[src/rtl/idli_uart_m_if.sv]
// Core-side slice bus of the idli UART: slice counter, TX write slices and RX read slices.
interface idli_uart_m_if;
   logic [1:0] i_uart_ctr;
   logic       i_uart_wr_en;
   logic [3:0] i_uart_slice;
   logic       o_uart_tx_rdy;
   logic       i_uart_rd_en;
   logic [3:0] o_uart_slice;
   logic       o_uart_rx_vld;
   logic       o_uart_rx_ovf;

   modport master (
      output i_uart_ctr, i_uart_wr_en, i_uart_slice, i_uart_rd_en,
      input  o_uart_tx_rdy, o_uart_slice, o_uart_rx_vld, o_uart_rx_ovf
   );

   modport slave (
      input  i_uart_ctr, i_uart_wr_en, i_uart_slice, i_uart_rd_en,
      output o_uart_tx_rdy, o_uart_slice, o_uart_rx_vld, o_uart_rx_ovf
   );
endinterface

[src/rtl/idli_uart_m.sv]
// Slice-serial UART for the idli core: 16-bit words move as four 4-bit slices
// on the core side and as two back-to-back 8N1 frames (low byte first) on the line.
module idli_uart_m #(
   parameter int CLK_DIV = 16
) (
   input  logic         i_uart_gck,
   input  logic         i_uart_rst,
   idli_uart_m_if.slave bus,
   input  logic         i_uart_rx,
   output logic         o_uart_tx
);

   localparam int DIV_W = $clog2(CLK_DIV);
   localparam logic [DIV_W-1:0] DIV_LAST = DIV_W'(CLK_DIV - 1);
   localparam logic [DIV_W-1:0] DIV_HALF = DIV_W'(CLK_DIV / 2 - 1);

   typedef enum logic [1:0] {ST_IDLE, ST_START, ST_DATA, ST_STOP} uart_st_t;

   logic [1:0] ctr, ctr_nx;
   assign ctr    = bus.i_uart_ctr;
   assign ctr_nx = ctr + 2'd1;

   logic [15:0] tx_hold;
   logic        tx_full, wr_act, wr_cap, wr_done, tx_load;

   assign wr_cap  = bus.i_uart_wr_en && ((ctr == 2'd0) ? !tx_full : wr_act);
   assign wr_done = bus.i_uart_wr_en && wr_act && (ctr == 2'd3);
   assign bus.o_uart_tx_rdy = ~tx_full;

   always_ff @(posedge i_uart_gck or posedge i_uart_rst) begin
      if (i_uart_rst) begin
         wr_act  <= 1'b0;
         tx_full <= 1'b0;
      end else begin
         if (ctr == 2'd0) wr_act <= bus.i_uart_wr_en && !tx_full;
         else if (ctr == 2'd3 || !bus.i_uart_wr_en) wr_act <= 1'b0;
         if (wr_done) tx_full <= 1'b1;
         else if (tx_load) tx_full <= 1'b0;
      end
   end

   always_ff @(posedge i_uart_gck) begin
      if (wr_cap) tx_hold[{ctr, 2'b00} +: 4] <= bus.i_uart_slice;
   end

   uart_st_t         tx_st, tx_st_nx;
   logic [DIV_W-1:0] tx_div, tx_div_nx;
   logic [2:0]       tx_bit, tx_bit_nx;
   logic             tx_hi, tx_hi_nx, tx_line_nx;
   logic [15:0]      tx_sh, tx_sh_nx;

   always_ff @(posedge i_uart_gck or posedge i_uart_rst) begin
      if (i_uart_rst) begin
         tx_st     <= ST_IDLE;
         tx_div    <= '0;
         tx_bit    <= 3'd0;
         tx_hi     <= 1'b0;
         o_uart_tx <= 1'b1;
      end else begin
         tx_st     <= tx_st_nx;
         tx_div    <= tx_div_nx;
         tx_bit    <= tx_bit_nx;
         tx_hi     <= tx_hi_nx;
         o_uart_tx <= tx_line_nx;
      end
   end

   always_ff @(posedge i_uart_gck) tx_sh <= tx_sh_nx;

   // The shifter always presents the current data bit in [0]; after eight
   // shifts the high byte sits in [7:0] ready for the second frame.
   always_comb begin
      tx_st_nx  = tx_st;
      tx_div_nx = tx_div;
      tx_bit_nx = tx_bit;
      tx_hi_nx  = tx_hi;
      tx_sh_nx  = tx_sh;
      tx_load   = 1'b0;
      case (tx_st)
         ST_IDLE: if (tx_full) begin
            tx_load = 1'b1; tx_sh_nx = tx_hold; tx_hi_nx = 1'b0;
            tx_div_nx = '0; tx_st_nx = ST_START;
         end
         ST_START: if (tx_div == DIV_LAST) begin
            tx_div_nx = '0; tx_bit_nx = 3'd0; tx_st_nx = ST_DATA;
         end else tx_div_nx = tx_div + 1'b1;
         ST_DATA: if (tx_div == DIV_LAST) begin
            tx_div_nx = '0;
            tx_sh_nx  = {1'b0, tx_sh[15:1]};
            if (tx_bit == 3'd7) tx_st_nx = ST_STOP;
            else tx_bit_nx = tx_bit + 3'd1;
         end else tx_div_nx = tx_div + 1'b1;
         ST_STOP: if (tx_div == DIV_LAST) begin
            tx_div_nx = '0;
            if (!tx_hi) begin
               tx_hi_nx = 1'b1; tx_st_nx = ST_START;
            end else if (tx_full) begin
               tx_load = 1'b1; tx_sh_nx = tx_hold; tx_hi_nx = 1'b0; tx_st_nx = ST_START;
            end else tx_st_nx = ST_IDLE;
         end else tx_div_nx = tx_div + 1'b1;
         default: tx_st_nx = ST_IDLE;
      endcase
      tx_line_nx = (tx_st_nx == ST_START) ? 1'b0 :
                   (tx_st_nx == ST_DATA)  ? tx_sh_nx[0] : 1'b1;
   end

   uart_st_t         rx_st, rx_st_nx;
   logic [DIV_W-1:0] rx_div, rx_div_nx;
   logic [2:0]       rx_bit, rx_bit_nx;
   logic             rx_hi, rx_hi_nx, rx_shift, rx_lo_ld, rx_done;
   logic             rx_s1, rx_s2, rx_s3;
   logic [7:0]       rx_sh, rx_lo;

   always_ff @(posedge i_uart_gck or posedge i_uart_rst) begin
      if (i_uart_rst) begin
         {rx_s1, rx_s2, rx_s3} <= 3'b111;
         rx_st  <= ST_IDLE;
         rx_div <= '0;
         rx_bit <= 3'd0;
         rx_hi  <= 1'b0;
      end else begin
         {rx_s1, rx_s2, rx_s3} <= {i_uart_rx, rx_s1, rx_s2};
         rx_st  <= rx_st_nx;
         rx_div <= rx_div_nx;
         rx_bit <= rx_bit_nx;
         rx_hi  <= rx_hi_nx;
      end
   end

   always_ff @(posedge i_uart_gck) begin
      if (rx_shift) rx_sh <= {rx_s2, rx_sh[7:1]};
      if (rx_lo_ld) rx_lo <= rx_sh;
   end

   // A bad stop bit also drops a pending low byte so words never straddle an error.
   always_comb begin
      rx_st_nx  = rx_st;
      rx_div_nx = rx_div;
      rx_bit_nx = rx_bit;
      rx_hi_nx  = rx_hi;
      rx_shift  = 1'b0;
      rx_lo_ld  = 1'b0;
      rx_done   = 1'b0;
      case (rx_st)
         ST_IDLE: if (rx_s3 && !rx_s2) begin
            rx_div_nx = '0; rx_st_nx = ST_START;
         end
         ST_START: if (rx_div == DIV_HALF) begin
            rx_div_nx = '0; rx_bit_nx = 3'd0;
            rx_st_nx  = rx_s2 ? ST_IDLE : ST_DATA;
         end else rx_div_nx = rx_div + 1'b1;
         ST_DATA: if (rx_div == DIV_LAST) begin
            rx_div_nx = '0; rx_shift = 1'b1;
            if (rx_bit == 3'd7) rx_st_nx = ST_STOP;
            else rx_bit_nx = rx_bit + 3'd1;
         end else rx_div_nx = rx_div + 1'b1;
         ST_STOP: if (rx_div == DIV_LAST) begin
            rx_div_nx = '0; rx_st_nx = ST_IDLE;
            if (!rx_s2) rx_hi_nx = 1'b0;
            else if (!rx_hi) begin
               rx_hi_nx = 1'b1; rx_lo_ld = 1'b1;
            end else begin
               rx_hi_nx = 1'b0; rx_done = 1'b1;
            end
         end else rx_div_nx = rx_div + 1'b1;
         default: rx_st_nx = ST_IDLE;
      endcase
   end

   logic [15:0] rx_hold, rx_hold_nx;
   logic        rx_vld, rx_vld_nx, rx_ovf, rd_done, rx_take;
   logic [3:0]  rd_slice_q;

   assign rd_done    = bus.i_uart_rd_en && rx_vld && (ctr == 2'd3);
   assign rx_take    = rx_done && (!rx_vld || rd_done);
   assign rx_vld_nx  = rx_take ? 1'b1 : (rd_done ? 1'b0 : rx_vld);
   assign rx_hold_nx = rx_take ? {rx_sh, rx_lo} : rx_hold;

   always_ff @(posedge i_uart_gck) rx_hold <= rx_hold_nx;

   // The slice counter is free-running, so the slice for the next ctr value
   // is registered one cycle early and lines up with ctr on the output.
   always_ff @(posedge i_uart_gck or posedge i_uart_rst) begin
      if (i_uart_rst) begin
         rx_vld     <= 1'b0;
         rx_ovf     <= 1'b0;
         rd_slice_q <= 4'd0;
      end else begin
         rx_vld     <= rx_vld_nx;
         if (rd_done) rx_ovf <= 1'b0;
         else if (rx_done && rx_vld) rx_ovf <= 1'b1;
         rd_slice_q <= rx_vld_nx ? rx_hold_nx[{ctr_nx, 2'b00} +: 4] : 4'd0;
      end
   end

   assign bus.o_uart_rx_vld = rx_vld;
   assign bus.o_uart_rx_ovf = rx_ovf;
   assign bus.o_uart_slice  = rd_slice_q;

endmodule

[src/flat_wrapper.sv]
// flat-port wrapper written by rule: the top's interface ports become plain ports
module idli_uart_m_flat 
#(
   parameter int CLK_DIV = 16
)
  (i_uart_gck, i_uart_rst, i_uart_rx, o_uart_tx, bus_i_uart_ctr, bus_i_uart_wr_en, bus_i_uart_slice, bus_i_uart_rd_en, bus_o_uart_tx_rdy, bus_o_uart_slice, bus_o_uart_rx_vld, bus_o_uart_rx_ovf);
  idli_uart_m_if bus_i ();
  input  logic i_uart_gck;
  input  logic i_uart_rst;
  input  logic i_uart_rx;
  output logic o_uart_tx;
  input wire logic [$bits(bus_i.i_uart_ctr)-1:0] bus_i_uart_ctr;
  input wire logic [$bits(bus_i.i_uart_wr_en)-1:0] bus_i_uart_wr_en;
  input wire logic [$bits(bus_i.i_uart_slice)-1:0] bus_i_uart_slice;
  input wire logic [$bits(bus_i.i_uart_rd_en)-1:0] bus_i_uart_rd_en;
  output wire logic [$bits(bus_i.o_uart_tx_rdy)-1:0] bus_o_uart_tx_rdy;
  output wire logic [$bits(bus_i.o_uart_slice)-1:0] bus_o_uart_slice;
  output wire logic [$bits(bus_i.o_uart_rx_vld)-1:0] bus_o_uart_rx_vld;
  output wire logic [$bits(bus_i.o_uart_rx_ovf)-1:0] bus_o_uart_rx_ovf;
  assign bus_i.i_uart_ctr = bus_i_uart_ctr;
  assign bus_i.i_uart_wr_en = bus_i_uart_wr_en;
  assign bus_i.i_uart_slice = bus_i_uart_slice;
  assign bus_i.i_uart_rd_en = bus_i_uart_rd_en;
  assign bus_o_uart_tx_rdy = bus_i.o_uart_tx_rdy;
  assign bus_o_uart_slice = bus_i.o_uart_slice;
  assign bus_o_uart_rx_vld = bus_i.o_uart_rx_vld;
  assign bus_o_uart_rx_ovf = bus_i.o_uart_rx_ovf;
  idli_uart_m #(.CLK_DIV(CLK_DIV)) u_core (.i_uart_gck(i_uart_gck), .i_uart_rst(i_uart_rst), .bus(bus_i), .i_uart_rx(i_uart_rx), .o_uart_tx(o_uart_tx));
endmodule
[config.mk]
export PLATFORM = sky130hd
export DESIGN_NAME = idli_uart_m_flat
export DESIGN_NICKNAME = d
export VERILOG_FILES = /design/src/rtl/idli_uart_m_if.sv /design/src/rtl/idli_uart_m.sv /design/src/flat_wrapper.sv
export SDC_FILE = /design/constraint.sdc
export NUM_CORES = 1
export LEC_CHECK = 0
export CORE_MARGIN = 5
export CORE_UTILIZATION = 55
export CTS_CLUSTER_SIZE = 40
export DETAILED_ROUTE_END_ITERATION = 7
export GPL_TIMING_DRIVEN = 0
export PLACE_DENSITY = 0.85
export SETUP_SLACK_MARGIN = 0.1
export SYNTH_ARGS = -nofsm -noshare
export SYNTH_HDL_FRONTEND = slang
export SYNTH_SLANG_ARGS = --single-unit
export TNS_END_PERCENT = 30
[constraint.sdc]
create_clock -name i_uart_gck -period 7.6 [get_ports i_uart_gck]
set_input_delay 1.52 -clock i_uart_gck [delete_from_list [all_inputs] [get_ports i_uart_gck]]
set_output_delay 1.52 -clock i_uart_gck [all_outputs]
set_load 0.03 [all_outputs]
==> results of run 1 <==
## stage by stage
stage	hold WS, ps	util [%]
after floorplan	345	-
after global placement	346	60.2
after detailed placement	350	60.3
after CTS	362	62.9
after global routing	371	62.9
final	363	62.9
## worst max path at each step
stage | from | cells after the start | endpoint | slack, ps
after detailed placement | bus_i_uart_ctr[0] | 9 | u_core.bus.o_uart_slice[1] | 3580
final | u_core.tx_full | 4 | bus_o_uart_tx_rdy | 3770
after global routing | u_core.tx_full | 4 | bus_o_uart_tx_rdy | 3620
after global placement | bus_i_uart_ctr[0] | 9 | u_core.bus.o_uart_slice[1] | 3660
after CTS | u_core.tx_full | 4 | bus_o_uart_tx_rdy | 3740
after floorplan | bus_i_uart_ctr[0] | 8 | u_core.bus.o_uart_slice[1] | 4380
## cells in the mapped netlist, drive strengths merged, types with 5 or more instances
cell type   n  area [um^2]
nand2b      8         50.1
dfxtp      17          340
o21ai      19         95.1
a21oi       8         40.0
nor3       12         60.1
ha         14          175
nand2      28          105
inv        11         41.3
nor2b       6         37.5
buf         5         41.3
clkbuf     13         48.8
mux2       19          236
a22o        6         52.6
dfrtp      28          701
edfxtp     47         1410
nand3       5         25.0
o22ai       9         68.8
nor2       43          161
mux2i      15          150
and3        5         31.3
## power by group through the flow
| stage | logic [uW] | clock network (uW) | registers [uW] |
|---|---|---|---|
| floorplan | 117 | 0 | 580 |
| global placement | 151 | 0 | 579 |
| detailed placement | 157 | 0 | 579 |
| CTS | 159 | 341 | 568 |
| global route | 177 | 363 | 571 |
| finish | 158 | 333 | 568 |
## per-layer routing
metal	vias to the layer above	global-route usage (%)	routed length, um
met4	0	6.83	168
met2	68	31.4	4240
met3	14	4.03	382
met1	1374	23.6	3480
met5	-	0	0
li1	1386	-	-
## state kept, by name, summed over array words and instances, names as in the netlist, named ones only
| register | cells |
|---|---|
| u_core.rx_hold | 16 |
| u_core.tx_hold | 16 |
| u_core.tx_sh | 16 |
| u_core.rx_lo | 8 |
| u_core.rx_sh | 8 |
| u_core.bus.o_uart_slice | 4 |
| u_core.rx_div | 4 |
| u_core.tx_div | 4 |
| u_core.rx_bit | 3 |
| u_core.tx_bit | 3 |
| u_core.tx_st | 2 |
| u_core.bus.o_uart_rx_ovf | 1 |
| u_core.bus.o_uart_rx_vld | 1 |
| u_core.o_uart_tx | 1 |
| u_core.rx_hi | 1 |
| u_core.rx_s1 | 1 |
| u_core.rx_s2 | 1 |
| u_core.rx_s3 | 1 |
| u_core.rx_st | 1 |
| u_core.tx_full | 1 |
| u_core.tx_hi | 1 |
| u_core.wr_act | 1 |
## layout make-up
class	count	area (um^2)	area share [%]
well taps	102	128	2.64
repair buffers	19	188	3.88
plain buffers	18	90.1	1.86
clock inverters	6	67.6	1.40
clock buffers	10	128	2.64
flip-flops and latches	96	2560	52.9
multi-input cells	242	1640	33.9
inverters	11	41.3	0.853
## cell families after synthesis
family                   synth area share [%]
multiplexers                             8.96
flip-flops                               59.2
XOR/XNOR                                0.203
AO/OA/AOI/OAI                            11.3
AND/OR/NAND/NOR                          13.2
buffers and inverters                    3.04
adder cells (fa/ha/maj)                  4.06
## worst max-delay path: cells and delay by family, from the launching register on
| kind | cells | cell delay [ps] |
|---|---|---|
| flip-flops | 1 | 330 |
| buffers and inverters | 4 | 1630 |
==> impl_results.rst, run 1 <==
.. list-table::
   :header-rows: 1

   * - Metric
     - Value
   * - DP Area
     - 4640 um^2
   * - Fraction of layout instances using a drive strength above 1
     - 9.95%
   * - Switching fraction of total power
     - 26.5%
   * - Hold endpoint
     - u_core.rx_s2
   * - Skew final
     - 9.16 ps
   * - Number of max-cap violations
     - 0
   * - Buffer levels on the longest clock path
     - 2
   * - Critical-path cell with the highest stage delay
     - sky130_fd_sc_hd__clkdlybuf4s50_1
   * - First-iteration detailed-routing DRC count
     - 97
   * - Critical setup path kind
     - register to output port
   * - Post-synthesis area per instance
     - 11.8 um^2
   * - Post-layout instance area
     - 4840 um^2
   * - Fraction of power consumed by the clock network
     - 31.4%
   * - Synth warn
     - 0
   * - Internal reg-to-reg setup slack
     - 5290 ps
   * - Share of the clock period used by the worst path after layout
     - 50.4%
   * - Number of cells upsized or downsized after cts
     - 0
   * - Reg-to-reg critical path endpoint
     - u_core.tx_sh[1]
   * - Endpoint arrival time on the critical path
     - 2310 ps
   * - Net switching power of the design
     - 281 uW
   * - TritonCTS clock tree
     - done
   * - Critical path fanouts, max
     - 10
   * - Clock slew at reported path FFs
     - 90 ps
   * - Post-synthesis instance area
     - 4320 um^2
   * - Register bit count reported by yosys
     - 96
   * - Beginning of the worst hold path
     - u_core.rx_s1
   * - Setup repair after global routing missed its margin
     - no
   * - Number of global-route vias before repair
     - 3065
   * - Most repeated library cell on the critical path
     - sky130_fd_sc_hd__clkbuf_1
   * - Floorplan row count
     - 32
   * - Reg2Reg Launch Point
     - u_core.tx_div[0]
   * - Pins over their slew limit
     - 0
   * - Total length of routed wires
     - 8260 um
   * - Cell-internal power
     - 778 uW
   * - Post-synth cell types
     - 51
   * - Crit-path cells
     - clkbuf_1 > clkbuf_1 > inv_1 > clkdlybuf4s50_1
   * - Drt drc
     - 0
   * - # IOs
     - 19
   * - Highest cell delay on the worst timing path
     - 630 ps
   * - Die Footprint
     - 9720 um^2
   * - Final sum of negative setup slack
     - 0 ps
   * - Final net count
     - 422
   * - Global-route wire length before repair
     - 14500 um
   * - Antenna violations before repair
     - 0
   * - Net count after synthesis
     - 392
   * - Number of vias in the routed layout
     - 2842
   * - Total congestion overflow after global routing
     - 0
   * - Post-route antenna net violation count
     - 0
   * - Placed Cells
     - 488
   * - Total chip power
     - 1060 uW
   * - Transition time at the pin with the least slew margin
     - 749 ps
   * - Highest clock rate
     - 0.261 GHz
   * - Number of buffers inserted during clock tree synthesis
     - 9
   * - Placer's final routability congestion estimate
     - 0.827
   * - Number of antenna repair diodes
     - 0
   * - Post-synth top flop
     - sky130_fd_sc_hd__edfxtp_1
   * - Placeable core area
     - 7690 um^2
   * - DR pass1 iterations
     - 4
   * - Share of flip-flops with an asynchronous set or reset after synthesis
     - 33.3%
   * - Nature of the critical path endpoint
     - output port
   * - Cell at the root of the clock tree
     - sky130_fd_sc_hd__clkbuf_8
   * - Worst hold path type
     - register to register
   * - Run status
     - completed
   * - Routed via count divided by cell count
     - 5.64
   * - Most frequent cells in the layout
     - sky130_fd_sc_hd__edfxtp_1, sky130_fd_sc_hd__nor2_1, sky130_fd_sc_hd__nand2_1, sky130_fd_sc_hd__dfrtp_1, sky130_fd_sc_hd__clkdlybuf4s50_1
   * - Worst slew slack as a fraction of its limit
     - 49.8%
   * - Combinational power share
     - 14.9%
   * - Leakage power total
     - 0.00197 uW
   * - Depth of the worst register-to-register path
     - 8
   * - Post-CTS setup buffers
     - 0
   * - Critical Path Source Type
     - register
   * - Number of standard cells after synthesis
     - 367
   * - Number of standard cells in the layout, taps in and fillers out
     - 504
   * - Area growth from synthesis to final layout
     - 12.1%
   * - Tmin final
     - 3830 ps
   * - Final hold violations
     - 0
   * - DP Wirelength
     - 5820 um
   * - Count of port buffers added during placement
     - 18
   * - Routed length per placed instance
     - 16.4 um
   * - Most common library cell in the layout ignoring fill and taps
     - sky130_fd_sc_hd__edfxtp_1
   * - Power per cell area
     - 219 nW/um^2
   * - Number of fill cells
     - 620
   * - Post-CTS Hold Buffers
     - 0
   * - Pre-CTS WS
     - 3580 ps
   * - Worst vdd rail ir drop
     - 0.182 mV
   * - Vert. Die Dim
     - 98.6 um
   * - Setup violation total in the final timing report
     - 0
   * - CP required
     - 6080 ps
   * - Starting density of the core
     - 56.2%
   * - Clock insertion delay at the later pin of the skew report
     - 360 ps
   * - Sequential area share after synthesis
     - 59.2%
   * - Pin count of the biggest net entering global routing
     - 33
   * - Post-synth EDFFs
     - 47
   * - Worst setup slack after layout
     - 3770 ps
   * - Relative contribution of sequential cells to total power
     - 53.6%
   * - Worst hold path depth
     - 0
   * - H-Tree Level Count
     - 3
   * - Total routing usage reported by global routing
     - 18.6%
   * - Die boundary width
     - 98.6 um
   * - Clock sink count
     - 96
(Power assumes the default switching activity.)
==> run 2, diff against run 1 <==
- CORE_UTILIZATION: 55 -> 54
- PLACE_DENSITY: 0.85 -> 0.87
- clock period: 7.6 -> 3.3 ns (I/O delays scaled with it)
==> impl_results.rst, run 2 (synthesis results as in run 1) <==
.. list-table::
   :header-rows: 1

   * - Metric
     - Value
   * - Buffer levels on the longest clock path
     - 2
   * - Depth of the worst register-to-register path
     - 8
   * - Count of port buffers added during placement
     - 18
   * - Share of the clock period used by the worst path after layout
     - 90.4%
   * - Power per cell area
     - 499 nW/um^2
   * - Critical setup path kind
     - register to output port
   * - TritonCTS clock tree
     - done
   * - Pin count of the biggest net entering global routing
     - 33
   * - Routed length per placed instance
     - 16.4 um
   * - Starting density of the core
     - 55.6%
   * - Number of cells upsized or downsized after cts
     - 0
   * - Die boundary width
     - 99.4 um
   * - Number of buffers inserted during clock tree synthesis
     - 9
   * - Post-CTS setup buffers
     - 0
   * - Internal reg-to-reg setup slack
     - 1030 ps
   * - DP Wirelength
     - 5880 um
   * - Reg-to-reg critical path endpoint
     - u_core.tx_sh[11]
   * - First-iteration detailed-routing DRC count
     - 119
   * - Drt drc
     - 0
   * - Worst vdd rail ir drop
     - 0.322 mV
   * - Global-route wire length before repair
     - 14000 um
   * - CP required
     - 2640 ps
   * - Number of standard cells in the layout, taps in and fillers out
     - 506
   * - Number of antenna repair diodes
     - 0
   * - Skew final
     - 12.3 ps
   * - Critical path fanouts, max
     - 10
   * - Total routing usage reported by global routing
     - 17.9%
   * - Clock insertion delay at the later pin of the skew report
     - 370 ps
   * - Total length of routed wires
     - 8290 um
   * - Transition time at the pin with the least slew margin
     - 721 ps
   * - Cell at the root of the clock tree
     - sky130_fd_sc_hd__clkbuf_8
   * - Vert. Die Dim
     - 99.4 um
   * - # IOs
     - 19
   * - Run status
     - completed
   * - Final net count
     - 424
   * - Setup violation total in the final timing report
     - 0
   * - Reg2Reg Launch Point
     - u_core.tx_st[0]
   * - Most frequent cells in the layout
     - sky130_fd_sc_hd__edfxtp_1, sky130_fd_sc_hd__nor2_1, sky130_fd_sc_hd__nand2_1, sky130_fd_sc_hd__dfrtp_1, sky130_fd_sc_hd__clkdlybuf4s50_1
   * - Clock slew at reported path FFs
     - 90 ps
   * - Hold slack final
     - 363 ps
   * - Placed Cells
     - 488
   * - Floorplan row count
     - 32
   * - Routed via count divided by cell count
     - 5.72
   * - Nature of the critical path endpoint
     - output port
   * - Number of max-cap violations
     - 0
   * - Placer's final routability congestion estimate
     - 0.812
   * - Highest clock rate
     - 0.335 GHz
   * - Final hold violations
     - 0
   * - Critical Path Source Type
     - register
   * - Clock sink count
     - 96
   * - Total congestion overflow after global routing
     - 0
   * - Die Footprint
     - 9880 um^2
   * - Post-route antenna net violation count
     - 0
   * - Leakage power total
     - 0.00198 uW
   * - Most common library cell in the layout ignoring fill and taps
     - sky130_fd_sc_hd__edfxtp_1
   * - Post-CTS Hold Buffers
     - 0
   * - Setup repair after global routing missed its margin
     - no
   * - DR pass1 iterations
     - 4
   * - Area growth from synthesis to final layout
     - 12.6%
   * - Antenna violations before repair
     - 0
   * - Number of global-route vias before repair
     - 2940
   * - Pins over their slew limit
     - 0
   * - Biggest registers after layout
     - u_core.rx_hold x16, u_core.tx_hold x16, u_core.tx_sh x16
   * - Endpoint arrival time on the critical path
     - 2320 ps
   * - Final sum of negative setup slack
     - 0 ps
   * - Number of vias in the routed layout
     - 2893
   * - Timing endpoint of the critical path
     - bus_o_uart_tx_rdy
   * - Critical path startpoint
     - u_core.tx_full
   * - Tmin final
     - 2980 ps
   * - Worst slew slack as a fraction of its limit
     - 51.8%
   * - Placeable core area
     - 7770 um^2
   * - H-Tree Level Count
     - 3
   * - Worst hold path type
     - register to register
   * - Fraction of layout instances using a drive strength above 1
     - 10.4%
run 2: changes by cell type in the layout (fill, tap and decap cells not counted), sizes merged:
cell    delta
bufinv     -1
clkbuf     +1
buf        +1
clkinv     +1
run 2: metal layers:
metal / up-vias / part of all wire [%] / wire length, um / GRT usage [%]
li1: 1393 / - / - / -
met1: 1412 / 42 / 3520 / 21.1
met2: 78 / 52 / 4270 / 31.4
met3: 10 / 4.6 / 382 / 5.12
met4: 0 / 1.4 / 115 / 5.78
met5: - / 0 / 0 / 0
run 2: final cells by class:
type / instances / area (um^2)
well taps: 102 / 128
multi-input cells: 242 / 1630
flip-flops and latches: 96 / 2560
fillers: 617 / 2910
clock inverters: 6 / 47.5
repair buffers: 21 / 215
clock buffers: 10 / 149
inverters: 11 / 41.3
plain buffers: 18 / 90.1
run 2: worst min path at each step:
stage	start	slack (ps)	endpoint	depth (start not counted)
5_1_grt	u_core.rx_s1	370	u_core.rx_s2	0
3_5_place_dp	u_core.rx_s1	350	u_core.rx_s2	0
4_1_cts	u_core.rx_s1	360	u_core.rx_s2	0
6_report	u_core.rx_s1	360	u_core.rx_s2	0
2_1_floorplan	u_core.rx_s1	350	u_core.rx_s2	0
3_3_place_gp	u_core.rx_s1	350	u_core.rx_s2	0
run 2: stage by stage:
stage | setup WS (ps) | cell area, um^2 | total power [uW] | utilization (%)
3_5_place_dp | 192 | 4640 | 1700 | 59.7
4_1_cts | 291 | 4830 | 2440 | 62.2
2_1_floorplan | 569 | 4320 | 1600 | -
6_report | 317 | 4860 | 2430 | 62.6
5_1_grt | 205 | 4860 | 2530 | 62.6
3_3_place_gp | -106 | 4620 | 1680 | 59.5
run 2: where the power goes:
group | internal, uW | total [uW] | switching, uW
Clock | 328 | 752 | 424
Sequential | 1290 | 1310 | 20.5
Combinational | 150 | 365 | 215
run 2: critical path, stage by stage, from the launching register on:
cell and delay (ps):
sky130_fd_sc_hd__dfrtp_1 330, sky130_fd_sc_hd__clkbuf_1 280, sky130_fd_sc_hd__clkbuf_1 560, sky130_fd_sc_hd__inv_1 160
sky130_fd_sc_hd__clkdlybuf4s50_1 630
